### config.mk
export PLATFORM = sky130hd
export DESIGN_NAME = multicycle_ctrl
export DESIGN_NICKNAME = d
export VERILOG_FILES = /design/src/rtl/multicycle_ctrl.sv
export SDC_FILE = /design/constraint.sdc
export NUM_CORES = 1
export LEC_CHECK = 0
export ABC_CLOCK_PERIOD_IN_PS = 4500
export CORE_UTILIZATION = 32
export DETAILED_ROUTE_END_ITERATION = 12
export SLEW_MARGIN = 0
export SYNTH_ARGS = -nofsm -noshare
export SYNTH_HDL_FRONTEND = slang
export SYNTH_SLANG_ARGS = --single-unit
### constraint.sdc
create_clock -name clk -period 4.5 [get_ports clk]
set_input_delay 0.9 -clock clk [delete_from_list [all_inputs] [get_ports clk]]
set_output_delay 0.9 -clock clk [all_outputs]
set_load 0.02 [all_outputs]
### src/rtl/multicycle_ctrl.sv
// -----------------------------------------------------------------------------
// multicycle_ctrl
//
// Main control FSM for the 16-bit multicycle processor. One instruction at a
// time is sequenced through fetch, decode, execute, memory and writeback, and
// every datapath select line and storage enable is driven from here.
//
// Ports
//   clk        in   rising-edge clock
//   reset      in   synchronous, active-high; next state is FETCH
//   opcode     in   [3:0] instr[15:12] from the IR register
//   zero       in   ALU zero flag, qualifies the BEQ PC load
//   mem_ready  in   memory finishes the current read/write this cycle
//   pc_en      out  PC load (branch condition already folded in)
//   ir_write   out  IR load
//   i_or_d     out  memory address: 0 = PC, 1 = ALUOut
//   mem_read   out  memory read request (held while waiting)
//   mem_write  out  memory write request (held while waiting)
//   reg_write  out  register-file write
//   reg_dst    out  write register: 0 = rd field, 1 = {2'b11, d1}
//   mem_to_reg out  write data: 0 = ALUOut, 1 = MDR
//   alu_src_a  out  0 = PC, 1 = register A
//   alu_src_b  out  [1:0] 00 = B, 01 = 2, 10 = ext imm, 11 = ext imm << 1
//   alu_op     out  [1:0] 00 = add, 01 = sub, 10 = function from opcode
//   pc_src     out  0 = ALU result, 1 = ALUOut
//   rd1_sel    out  [1:0] read-register-1 mux select (from opcode)
//   imm_sel    out  [1:0] 00 = zext8, 01 = sext8, 10 = sext12 (from opcode)
//   halted     out  FSM is parked in HALT
//   state      out  [3:0] current state encoding, for debug
//
// Structure: the state register and a registered copy of that state's Moore
// control word are updated together in one clocked block. The registered word
// is then qualified combinationally by mem_ready (FETCH loads), zero (BRANCH
// PC load) and reset (all enables forced low while reset is high).
// -----------------------------------------------------------------------------
module multicycle_ctrl #(
  parameter logic [3:0] HALT_OPCODE = 4'b1111
) (
  input  logic       clk,
  input  logic       reset,
  input  logic [3:0] opcode,
  input  logic       zero,
  input  logic       mem_ready,
  output logic       pc_en,
  output logic       ir_write,
  output logic       i_or_d,
  output logic       mem_read,
  output logic       mem_write,
  output logic       reg_write,
  output logic       reg_dst,
  output logic       mem_to_reg,
  output logic       alu_src_a,
  output logic [1:0] alu_src_b,
  output logic [1:0] alu_op,
  output logic       pc_src,
  output logic [1:0] rd1_sel,
  output logic [1:0] imm_sel,
  output logic       halted,
  output logic [3:0] state
);

  typedef enum logic [3:0] {
    FETCH    = 4'd0,
    DECODE   = 4'd1,
    MEM_ADDR = 4'd2,
    MEM_RD   = 4'd3,
    MEM_WB   = 4'd4,
    MEM_WR   = 4'd5,
    EXEC_R   = 4'd6,
    WB_R     = 4'd7,
    EXEC_I   = 4'd8,
    WB_I     = 4'd9,
    BRANCH   = 4'd10,
    JUMP     = 4'd11,
    HALT     = 4'd12
  } state_t;

  typedef enum logic [2:0] {
    CLS_R,
    CLS_I,
    CLS_LW,
    CLS_SW,
    CLS_BEQ,
    CLS_J,
    CLS_HALT
  } op_class_t;

  // Moore control word for one state. The in_* flags mark the states whose
  // enables need a same-cycle qualifier from an input.
  typedef struct packed {
    logic       pc_en;
    logic       ir_write;
    logic       i_or_d;
    logic       mem_read;
    logic       mem_write;
    logic       reg_write;
    logic       mem_to_reg;
    logic       alu_src_a;
    logic [1:0] alu_src_b;
    logic [1:0] alu_op;
    logic       pc_src;
    logic       halted;
    logic       in_fetch;
    logic       in_branch;
    logic       in_wb_i;
  } ctrl_t;

  // ---------------------------------------------------------------------------
  // Opcode classification
  // ---------------------------------------------------------------------------
  function automatic op_class_t classify(input logic [3:0] op);
    op_class_t cls;
    cls = CLS_HALT;
    if (op != HALT_OPCODE) begin
      case (op)
        4'b0000, 4'b0110, 4'b0111, 4'b1001, 4'b1101:          cls = CLS_R;
        4'b0001, 4'b0010, 4'b0100, 4'b0101, 4'b1010, 4'b1110: cls = CLS_I;
        4'b1000: cls = CLS_LW;
        4'b1011: cls = CLS_SW;
        4'b1100: cls = CLS_BEQ;
        4'b0011: cls = CLS_J;
        default: cls = CLS_HALT;
      endcase
    end
    return cls;
  endfunction

  // ---------------------------------------------------------------------------
  // Next-state function
  // ---------------------------------------------------------------------------
  function automatic state_t next_state_of(input state_t    cur,
                                           input op_class_t cls,
                                           input logic      rdy);
    state_t nxt;
    // NOTE: every variable gets a value before any branch, so no path through
    // the case leaves it unassigned; in combinational code that is what keeps
    // synthesis from inferring a latch.
    nxt = FETCH;
    case (cur)
      FETCH:    nxt = rdy ? DECODE : FETCH;
      DECODE: begin
        case (cls)
          CLS_LW, CLS_SW: nxt = MEM_ADDR;
          CLS_R:          nxt = EXEC_R;
          CLS_I:          nxt = EXEC_I;
          CLS_BEQ:        nxt = BRANCH;
          CLS_J:          nxt = JUMP;
          default:        nxt = HALT;
        endcase
      end
      MEM_ADDR: begin
        if (cls == CLS_LW)      nxt = MEM_RD;
        else if (cls == CLS_SW) nxt = MEM_WR;
        else                    nxt = FETCH;
      end
      MEM_RD:   nxt = rdy ? MEM_WB : MEM_RD;
      MEM_WB:   nxt = FETCH;
      MEM_WR:   nxt = rdy ? FETCH : MEM_WR;
      EXEC_R:   nxt = WB_R;
      WB_R:     nxt = FETCH;
      EXEC_I:   nxt = WB_I;
      WB_I:     nxt = FETCH;
      BRANCH:   nxt = FETCH;
      JUMP:     nxt = FETCH;
      HALT:     nxt = HALT;
      // Unused codes 13-15 recover to FETCH on the next edge.
      default:  nxt = FETCH;
    endcase
    return nxt;
  endfunction

  // ---------------------------------------------------------------------------
  // Moore decode: control word for a given state
  // ---------------------------------------------------------------------------
  function automatic ctrl_t decode(input state_t s);
    ctrl_t c;
    c = '0;
    case (s)
      FETCH: begin
        c.mem_read  = 1'b1;
        c.alu_src_b = 2'b01;      // PC + 2
        c.pc_en     = 1'b1;       // qualified by mem_ready
        c.ir_write  = 1'b1;       // qualified by mem_ready
        c.in_fetch  = 1'b1;
      end
      DECODE: begin
        c.alu_src_b = 2'b11;      // ALUOut = PC+2 + (simm8 << 1), branch target
      end
      MEM_ADDR: begin
        c.alu_src_a = 1'b1;
        c.alu_src_b = 2'b11;
      end
      MEM_RD: begin
        c.mem_read  = 1'b1;
        c.i_or_d    = 1'b1;
      end
      MEM_WB: begin
        c.reg_write  = 1'b1;
        c.mem_to_reg = 1'b1;
      end
      MEM_WR: begin
        c.mem_write = 1'b1;
        c.i_or_d    = 1'b1;
      end
      EXEC_R: begin
        c.alu_src_a = 1'b1;
        c.alu_op    = 2'b10;
      end
      WB_R: begin
        c.reg_write = 1'b1;
      end
      EXEC_I: begin
        c.alu_src_a = 1'b1;
        c.alu_src_b = 2'b10;
        c.alu_op    = 2'b10;
      end
      WB_I: begin
        c.reg_write = 1'b1;
        c.in_wb_i   = 1'b1;
      end
      BRANCH: begin
        c.alu_src_a = 1'b1;
        c.alu_op    = 2'b01;      // A - B drives the zero flag
        c.pc_src    = 1'b1;       // load the target computed in DECODE
        c.pc_en     = 1'b1;       // qualified by zero
        c.in_branch = 1'b1;
      end
      JUMP: begin
        c.alu_src_b = 2'b11;
        c.pc_en     = 1'b1;
      end
      HALT: begin
        c.halted    = 1'b1;
      end
      default: c = '0;
    endcase
    return c;
  endfunction

  // ---------------------------------------------------------------------------
  // State register and registered control word
  // ---------------------------------------------------------------------------
  state_t    cur_state;
  state_t    nxt_state;
  ctrl_t     ctrl_q;
  op_class_t op_class;

  assign op_class = classify(opcode);

  always_comb begin
    nxt_state = next_state_of(cur_state, op_class, mem_ready);
  end

  // The control word is decoded from the state being entered, so it always
  // describes cur_state and the outputs carry no decode logic after the flop.
  always_ff @(posedge clk) begin
    // NOTE: clocked state uses non-blocking assignments so every register in
    // this block samples the pre-edge values, independent of statement order.
    if (reset) begin
      cur_state <= FETCH;
      ctrl_q    <= decode(FETCH);
    end else begin
      cur_state <= nxt_state;
      ctrl_q    <= decode(nxt_state);
    end
  end

  // ---------------------------------------------------------------------------
  // Output qualification
  // ---------------------------------------------------------------------------
  // Enables are killed while reset is high so an aborted instruction leaves
  // no partial PC, IR, register or memory update behind.
  logic run;
  assign run = ~reset;

  assign pc_en     = run & ctrl_q.pc_en
                   & (~ctrl_q.in_fetch  | mem_ready)
                   & (~ctrl_q.in_branch | zero);
  assign ir_write  = run & ctrl_q.ir_write & mem_ready;
  assign mem_read  = run & ctrl_q.mem_read;
  assign mem_write = run & ctrl_q.mem_write;
  assign reg_write = run & ctrl_q.reg_write;

  assign i_or_d     = ctrl_q.i_or_d;
  assign mem_to_reg = ctrl_q.mem_to_reg;
  assign alu_src_a  = ctrl_q.alu_src_a;
  assign alu_src_b  = ctrl_q.alu_src_b;
  assign alu_op     = ctrl_q.alu_op;
  assign pc_src     = ctrl_q.pc_src;
  assign halted     = ctrl_q.halted;
  assign state      = cur_state;

  // Only I-type ALU ops 0001/0010 write the fixed {2'b11, d1} register.
  assign reg_dst = ctrl_q.in_wb_i & ((opcode == 4'b0001) | (opcode == 4'b0010));

  // Operand-select decodes depend only on the instruction in IR.
  always_comb begin
    rd1_sel = 2'b10;
    case (opcode)
      4'b0000, 4'b1001, 4'b1010, 4'b1101,
      4'b1110, 4'b0110, 4'b0111, 4'b0011: rd1_sel = 2'b00;
      4'b0001, 4'b0010:                   rd1_sel = 2'b01;
      default:                            rd1_sel = 2'b10;
    endcase
  end

  always_comb begin
    imm_sel = 2'b01;
    case (opcode)
      4'b1010, 4'b1110: imm_sel = 2'b00;
      4'b0011:          imm_sel = 2'b10;
      default:          imm_sel = 2'b01;
    endcase
  end

endmodule

==> results of run 1 <==
-- routing by layer --
metal	up-vias	share of wire (%)	track usage (%)
met3	2	3.5	2.92
li1	546	-	-
met2	21	46	20.2
met4	0	0.61	2.62
met5	-	0	0
met1	484	50	18.3
-- metrics by stage --
| stage | std cells | total power, uW | hold slack (ns) | setup WS (ns) |
|---|---|---|---|---|
| 3_5_place_dp | 206 | 335 | 0.768 | 0.604 |
| 6_report | 210 | 465 | 0.774 | 0.617 |
| 5_1_grt | 210 | 485 | 0.839 | 0.514 |
| 3_3_place_gp | 206 | 334 | 0.766 | 0.689 |
| 2_1_floorplan | 142 | 293 | 0.801 | 1.53 |
| 4_1_cts | 210 | 467 | 0.784 | 0.598 |
-- where the power goes --
group	leakage [uW]	internal [uW]	switching [uW]
sequential	0.000147	175	11.6
clock	0.0000288	77.8	54.4
combinational	0.000397	67.0	79.2
total	0.000572	319	145
-- worst register-to-register path, cell delays in order (launching register included) --
cell and delay (ns):
dfxtp_1 0.59, and3b_1 0.23, o21ai_0 0.14, o21ai_0 0.13, nor3_2 0.58, nand2_1 0.16, o221ai_1 0.20
-- cell type report --
class | instances | area share (%)
well taps | 46 | 3.79
flip-flops and latches | 18 | 23.7
clock buffers | 4 | 3.62
repair buffers | 31 | 20.2
multi-input cells | 104 | 46.9
inverters | 7 | 1.73
-- cells in the mapped netlist (all sizes together) (2+ instances only) --
| library cell | instances |
|---|---|
| inv | 7 |
| o21ai | 6 |
| o2111a | 2 |
| or3b | 2 |
| buf | 12 |
| a21oi | 10 |
| nor2b | 5 |
| or2 | 2 |
| dfxtp | 18 |
| nor3 | 6 |
| nor4 | 2 |
| nand4 | 4 |
| and3 | 3 |
| nand2 | 9 |
| nand2b | 10 |
| nor3b | 6 |
| nor2 | 10 |
| ha | 4 |
-- path summary, 6_finish.rpt --
path	start	cells past startpoint	slack [ns]	to
min	state[2]	1	0.77	ctrl_q[0]
max reg2reg	state[2]	6	2.39	ctrl_q[16]
min reg2reg	state[2]	1	0.77	ctrl_q[0]
max	opcode[1]	6	0.62	rd1_sel[1]
-- cell families (layout without fill, tap and decap cells) --
group	after synthesis	count (layout)	synth area share (%)
buffers and inverters	20	42	9.68
XOR/XNOR	2	2	1.47
AO/OA/AOI/OAI	28	28	16.5
multiplexers	1	1	0.842
adder cells (fa/ha/maj)	4	4	4.21
flip-flops	18	18	30.3
AND/OR/NAND/NOR	69	69	36.9
==> flow_metrics.env, run 1 <==
export IMPL_numCtsBuffers=3
export IMPL_ys_types=49
export IMPL_relSlewSlack_pct=51.6
export IMPL_grt_usage_pct=13.0
export IMPL_clkTransAtPathRegs_ns=0.07
export IMPL_fin_nets=177
export IMPL_worstPathArrival_ns=2.98
export IMPL_required_ns=3.60
export IMPL_hold_class="register to register"
export IMPL_critical_path_top_delay_family="buffers and inverters"
export IMPL_finalSetupViolCount=0
export IMPL_netlist_top_cells_area="dfxtp_1 (30%), nand2b_1 (5.3%), a21oi_1 (4.2%)"
export IMPL_async_flop_share_pct=0
export IMPL_firstDrtPassIters=4
export IMPL_syn_area_per_cell_um2=8.37
export IMPL_core_area_um2=3440
export IMPL_crit_type="input pin to primary output"
export IMPL_grt_overflow=0
export IMPL_start_util_pct=34.5
export IMPL_area_growth_pct=27.9
export IMPL_cts_resized=0
export IMPL_synthCells=142
export IMPL_vias=1053
export IMPL_cp_max_fo=7
export IMPL_maxCapViolCount=0
export IMPL_final_core_util_pct=44.2
export IMPL_finalSetupTns_ns=0
export IMPL_gp_congestion=0.778
export IMPL_htreeDepth=1
export IMPL_root_buffer="clkbuf_8"
export IMPL_period_needed_ns=3.88
export IMPL_synth_edf_count=0
export IMPL_wl_per_cell_um=12.6
export IMPL_die_h_um=62.9
export IMPL_antenna_found_initial=0
export IMPL_grt_first_pass_wirelength_mm=4.17
export IMPL_cts_hold_buffers=0
export IMPL_power_leakage_uw=0.000572
export IMPL_placed_cell_area_um2=1470
export IMPL_synth_top_area_share_pct=30.3
export IMPL_clk_latency_ns=0.25
export IMPL_insertedDiodeCount=0
export IMPL_top_register="ctrl_q"
export IMPL_cts_tree="done"
export IMPL_end_kind="primary output"
export IMPL_cts_sinks=18
export IMPL_grt_max_degree=17
export IMPL_clk_path_buf_depth=2
export IMPL_final_common_cell="clkdlybuf4s50_1"
export IMPL_maxSlewViolCount=0
export IMPL_portBuffers=30
export IMPL_p_per_area_nw_per_um2=306
export IMPL_routed_wl_mm=2.64
export IMPL_crit_slowest_cell="clkdlybuf4s50_1"
export IMPL_ys_flop_type="dfxtp_1"
export IMPL_vias_per_cell=5.01
export IMPL_seq_area_frac_synth_pct=30.3
export IMPL_die_x_um=62.9
export IMPL_layout_common_cells="clkdlybuf4s50_1 (30), dfxtp_1 (18), a21oi_1 (10), nand2b_1 (10), nor2_1 (10)"
export IMPL_path_cells="clkdlybuf4s50_1 -> inv_1 -> ha_1 -> nand2b_1 -> o21ai_0 -> clkdlybuf4s50_1"
export IMPL_io_pins=31
export IMPL_nFillCells=340
export IMPL_final_area_um2=1520
export IMPL_hpwl_mm=1.99
export IMPL_cts_setup_buffers=0
export IMPL_skew_ns=0.000860
export IMPL_yosysTopAreaCell="dfxtp_1"
export IMPL_grt_pass1_vias=875
export IMPL_ys_seq_elements=18
export IMPL_cp_slowest_stage_delay_ns=0.63
export IMPL_tightest_slew_ns=0.722
export IMPL_hold_viol=0
export IMPL_critPathMostFrequentCell="clkdlybuf4s50_1"
export IMPL_peakVddDrop_mv=0.190
export IMPL_syn_num_nets=154
export IMPL_final_period_utilization_pct=86.3
export IMPL_yosysWarningCount=0
export IMPL_rsz0062_at_grt="false"
export IMPL_route_detailed_drc=0
export IMPL_synthesis_area_um2=1190
export IMPL_ant_nets=0
export IMPL_drive_gt1_share_pct=8.54
export IMPL_ff_latch_area_um2=360
export IMPL_dieArea_um2=3960
export IMPL_cp_num_buf_inv=3
export IMPL_largest_register_ffs=7
export IMPL_critPathLaunchType="input pin"
export IMPL_fmax_mhz=258
export IMPL_placementRows=21
export IMPL_drtIter0Drc=27
export IMPL_multi_input_area_um2=713
export IMPL_status="finished, final reports clean"
No activity file was read; power rests on OpenSTA's default activity.
==> run 2: changes to the inputs <==
--- a/config.mk
+++ b/config.mk
@@ -5,7 +5,7 @@
 export SDC_FILE = /design/constraint.sdc
 export NUM_CORES = 1
 export LEC_CHECK = 0
-export ABC_CLOCK_PERIOD_IN_PS = 4500
+export ABC_CLOCK_PERIOD_IN_PS = 4800
 export CORE_UTILIZATION = 32
 export DETAILED_ROUTE_END_ITERATION = 12
 export SLEW_MARGIN = 0
==> constraint.sdc (replaced) <==
create_clock -name clk -period 4.8 [get_ports clk]
set_input_delay 0.96 -clock clk [delete_from_list [all_inputs] [get_ports clk]]
set_output_delay 0.96 -clock clk [all_outputs]
set_load 0.02 [all_outputs]
==> results of run 2 <==
Same layout as run 1 (identical final DEF). Status: finished, final reports clean.
Main changes from that run: setup slack after placement 0.604 ns -> 0.784 ns; setup slack after layout 0.617 ns -> 0.797 ns; register-to-register setup slack 2.39 ns -> 2.69 ns; total power 465 uW -> 436 uW; worst IR drop on VDD 0.190 mV -> 0.178 mV
==> run 3: changes to the inputs <==
--- a/config.mk
+++ b/config.mk
@@ -5,7 +5,7 @@
 export SDC_FILE = /design/constraint.sdc
 export NUM_CORES = 1
 export LEC_CHECK = 0
-export ABC_CLOCK_PERIOD_IN_PS = 4800
+export ABC_CLOCK_PERIOD_IN_PS = 3200
 export CORE_UTILIZATION = 32
 export DETAILED_ROUTE_END_ITERATION = 12
 export SLEW_MARGIN = 0
==> constraint.sdc (replaced) <==
create_clock -name clk -period 3.2 [get_ports clk]
set_input_delay 0.64 -clock clk [delete_from_list [all_inputs] [get_ports clk]]
set_output_delay 0.64 -clock clk [all_outputs]
set_load 0.02 [all_outputs]
==> run 3 against run 2 <==
Effect of this change:
- register-to-register slack lost 1.6 ns
- clock-buffer cell count is the same
- first-iteration DRC count grew 110%
- utilization grew 3.0 points
- clock power grew 44%
- via count grew 8.3%
- flip-flop and latch count is the same
- sequential power grew 50%
==> flow_metrics.env, run 3 (synthesis gave the netlist of run 1 again) <==
export IMPL_clk_latency_ns=0.25
export IMPL_hold_class="register to register"
export IMPL_die_h_um=62.9
export IMPL_skew_ns=0.00110
export IMPL_drtIter0Drc=58
export IMPL_place_ws_ns=0.0279
export IMPL_vias_per_cell=5.11
export IMPL_worstPathArrival_ns=2.43
export IMPL_seqPwrFrac_pct=39.7
export IMPL_switchingPower_uw=199
export IMPL_clkTransAtPathRegs_ns=0.06
export IMPL_period_needed_ns=3.07
export IMPL_clk_path_buf_depth=2
export IMPL_insertedDiodeCount=0
export IMPL_power_leakage_uw=0.000637
export IMPL_whs_ns=0.800
export IMPL_area_growth_pct=36.5
export IMPL_cts_setup_buffers=0
export IMPL_cts_sinks=18
export IMPL_rsz0062_at_grt="false"
export IMPL_grt_pass1_vias=1059
export IMPL_layout_common_cells="clkdlybuf4s50_1 (30), dfxtp_1 (18), buf_4 (14)"
export IMPL_grt_overflow=0
export IMPL_maxSlewViolCount=0
export IMPL_total_power_uw=661
export IMPL_nFillCells=319
export IMPL_regToRegSetupSlack_ns=1.07
export IMPL_cts_hold_buffers=0
export IMPL_crit_slowest_cell="clkdlybuf4s50_1"
export IMPL_gp_congestion=0.910
export IMPL_placementRows=21
export IMPL_critPathLaunchType="input pin"
export IMPL_final_common_cell="clkdlybuf4s50_1"
export IMPL_crit_type="input pin to primary output"
export IMPL_end_kind="primary output"
export IMPL_dieArea_um2=3960
export IMPL_cp_num_buf_inv=5
export IMPL_p_per_area_nw_per_um2=407
export IMPL_path_cells="clkdlybuf4s50_1 -> inv_1 -> ha_1 -> buf_4 -> inv_1 -> nor3_1 -> clkdlybuf4s50_1"
export IMPL_relSlewSlack_pct=52.0
export IMPL_finalSetupTns_ns=0
export IMPL_drive_gt1_share_pct=15.8
export IMPL_routed_wl_mm=2.77
export IMPL_largest_register_ffs=7
export IMPL_maxCapViolCount=0
export IMPL_root_buffer="clkbuf_8"
export IMPL_numCtsBuffers=3
export IMPL_hpwl_mm=2.09
export IMPL_peakVddDrop_mv=0.213
export IMPL_start_util_pct=34.5
export IMPL_io_pins=31
export IMPL_ff2ff_path_depth=6
export IMPL_tightest_slew_ns=0.721
export IMPL_dp_cells=219
export IMPL_p_int_uw=462
export IMPL_whs_path_depth=1
export IMPL_final_period_utilization_pct=96.0
export IMPL_switching_share_pct=30.1
export IMPL_vias=1140
export IMPL_grt_usage_pct=14.4
export IMPL_fin_nets=190
export IMPL_rr_startpoint="state[0]"
export IMPL_required_ns=2.56
export IMPL_cts_tree="done"
export IMPL_worstHoldStart="state[2]"
export IMPL_route_detailed_drc=0
export IMPL_antenna_found_initial=0
export IMPL_fmax_mhz=326
export IMPL_instances_no_fill=223
export IMPL_r2r_end="alu_src_b[1]"
export IMPL_finalSetupViolCount=0
export IMPL_status="finished, final reports clean"
export IMPL_top_register="ctrl_q"
export IMPL_ant_nets=0
export IMPL_htreeDepth=1
export IMPL_die_x_um=62.9
export IMPL_hold_viol=0
export IMPL_p_comb_share_pct=33.4
export IMPL_holdPathEnd="ctrl_q[0]"
export IMPL_setup_ws_ns=0.129
export IMPL_core_area_um2=3440
export IMPL_portBuffers=30
export IMPL_clkPwrFrac_pct=26.9
export IMPL_grt_max_degree=15
export IMPL_firstDrtPassIters=4
export IMPL_critical_path_top_delay_family="buffers and inverters"
export IMPL_cp_max_fo=4
export IMPL_cp_slowest_stage_delay_ns=0.63
export IMPL_wl_per_cell_um=12.4
export IMPL_grt_first_pass_wirelength_mm=4.68
export IMPL_cts_resized=0
run 3: final cells by class:
type / instances / area, um2 / area share (%)
multi-input cells: 104 / 718 / 44.3
well taps: 46 / 57.6 / 3.55
inverters: 7 / 26.3 / 1.62
clock buffers: 4 / 55.1 / 3.39
repair buffers: 44 / 405 / 25.0
flip-flops and latches: 18 / 360 / 22.2
run 3: power groups by stage:
stage / registers, uW / logic (uW) / clock network, uW
finish: 262 / 221 / 178
global route: 265 / 240 / 197
CTS: 263 / 220 / 184
global placement: 267 / 219 / 0
detailed placement: 268 / 219 / 0
floorplan: 266 / 146 / 0
run 3: worst register-to-register path, stage by stage (launching register included):
cell	delay, ns
dfxtp_1	0.55
o41ai_1	0.18
o2111a_1	0.28
a21oi_1	0.57
buf_4	0.25
nand4b_1	0.11
nand4_1	0.08
run 3: worst max-delay path by stage:
stage                     startpoint            to  slack, ns  cells after the start
final                      opcode[1]    rd1_sel[0]       0.13                      7
after floorplan            opcode[0]    ctrl_q[13]       0.61                      8
after global routing       opcode[1]    rd1_sel[0]       0.04                      7
after CTS                  opcode[1]    imm_sel[1]       0.03                      5
after detailed placement   opcode[1]    ctrl_q[11]       0.03                     10
after global placement     opcode[0]  alu_src_b[1]       0.04                     10
run 3: routing by layer:
metal	track usage [%]	wire (um)	share of wire, %
met4	3.49	0	0
met3	3.47	102	3.7
met2	23.0	1310	47
met5	0	0	0
met1	19.3	1350	49
run 3: metrics by stage:
step / utilization, % / cell area, um2
floorplan: - / 1190
global placement: 45.4 / 1560
detailed placement: 45.4 / 1560
CTS: 47.0 / 1620
global route: 47.1 / 1620
finish: 47.1 / 1620
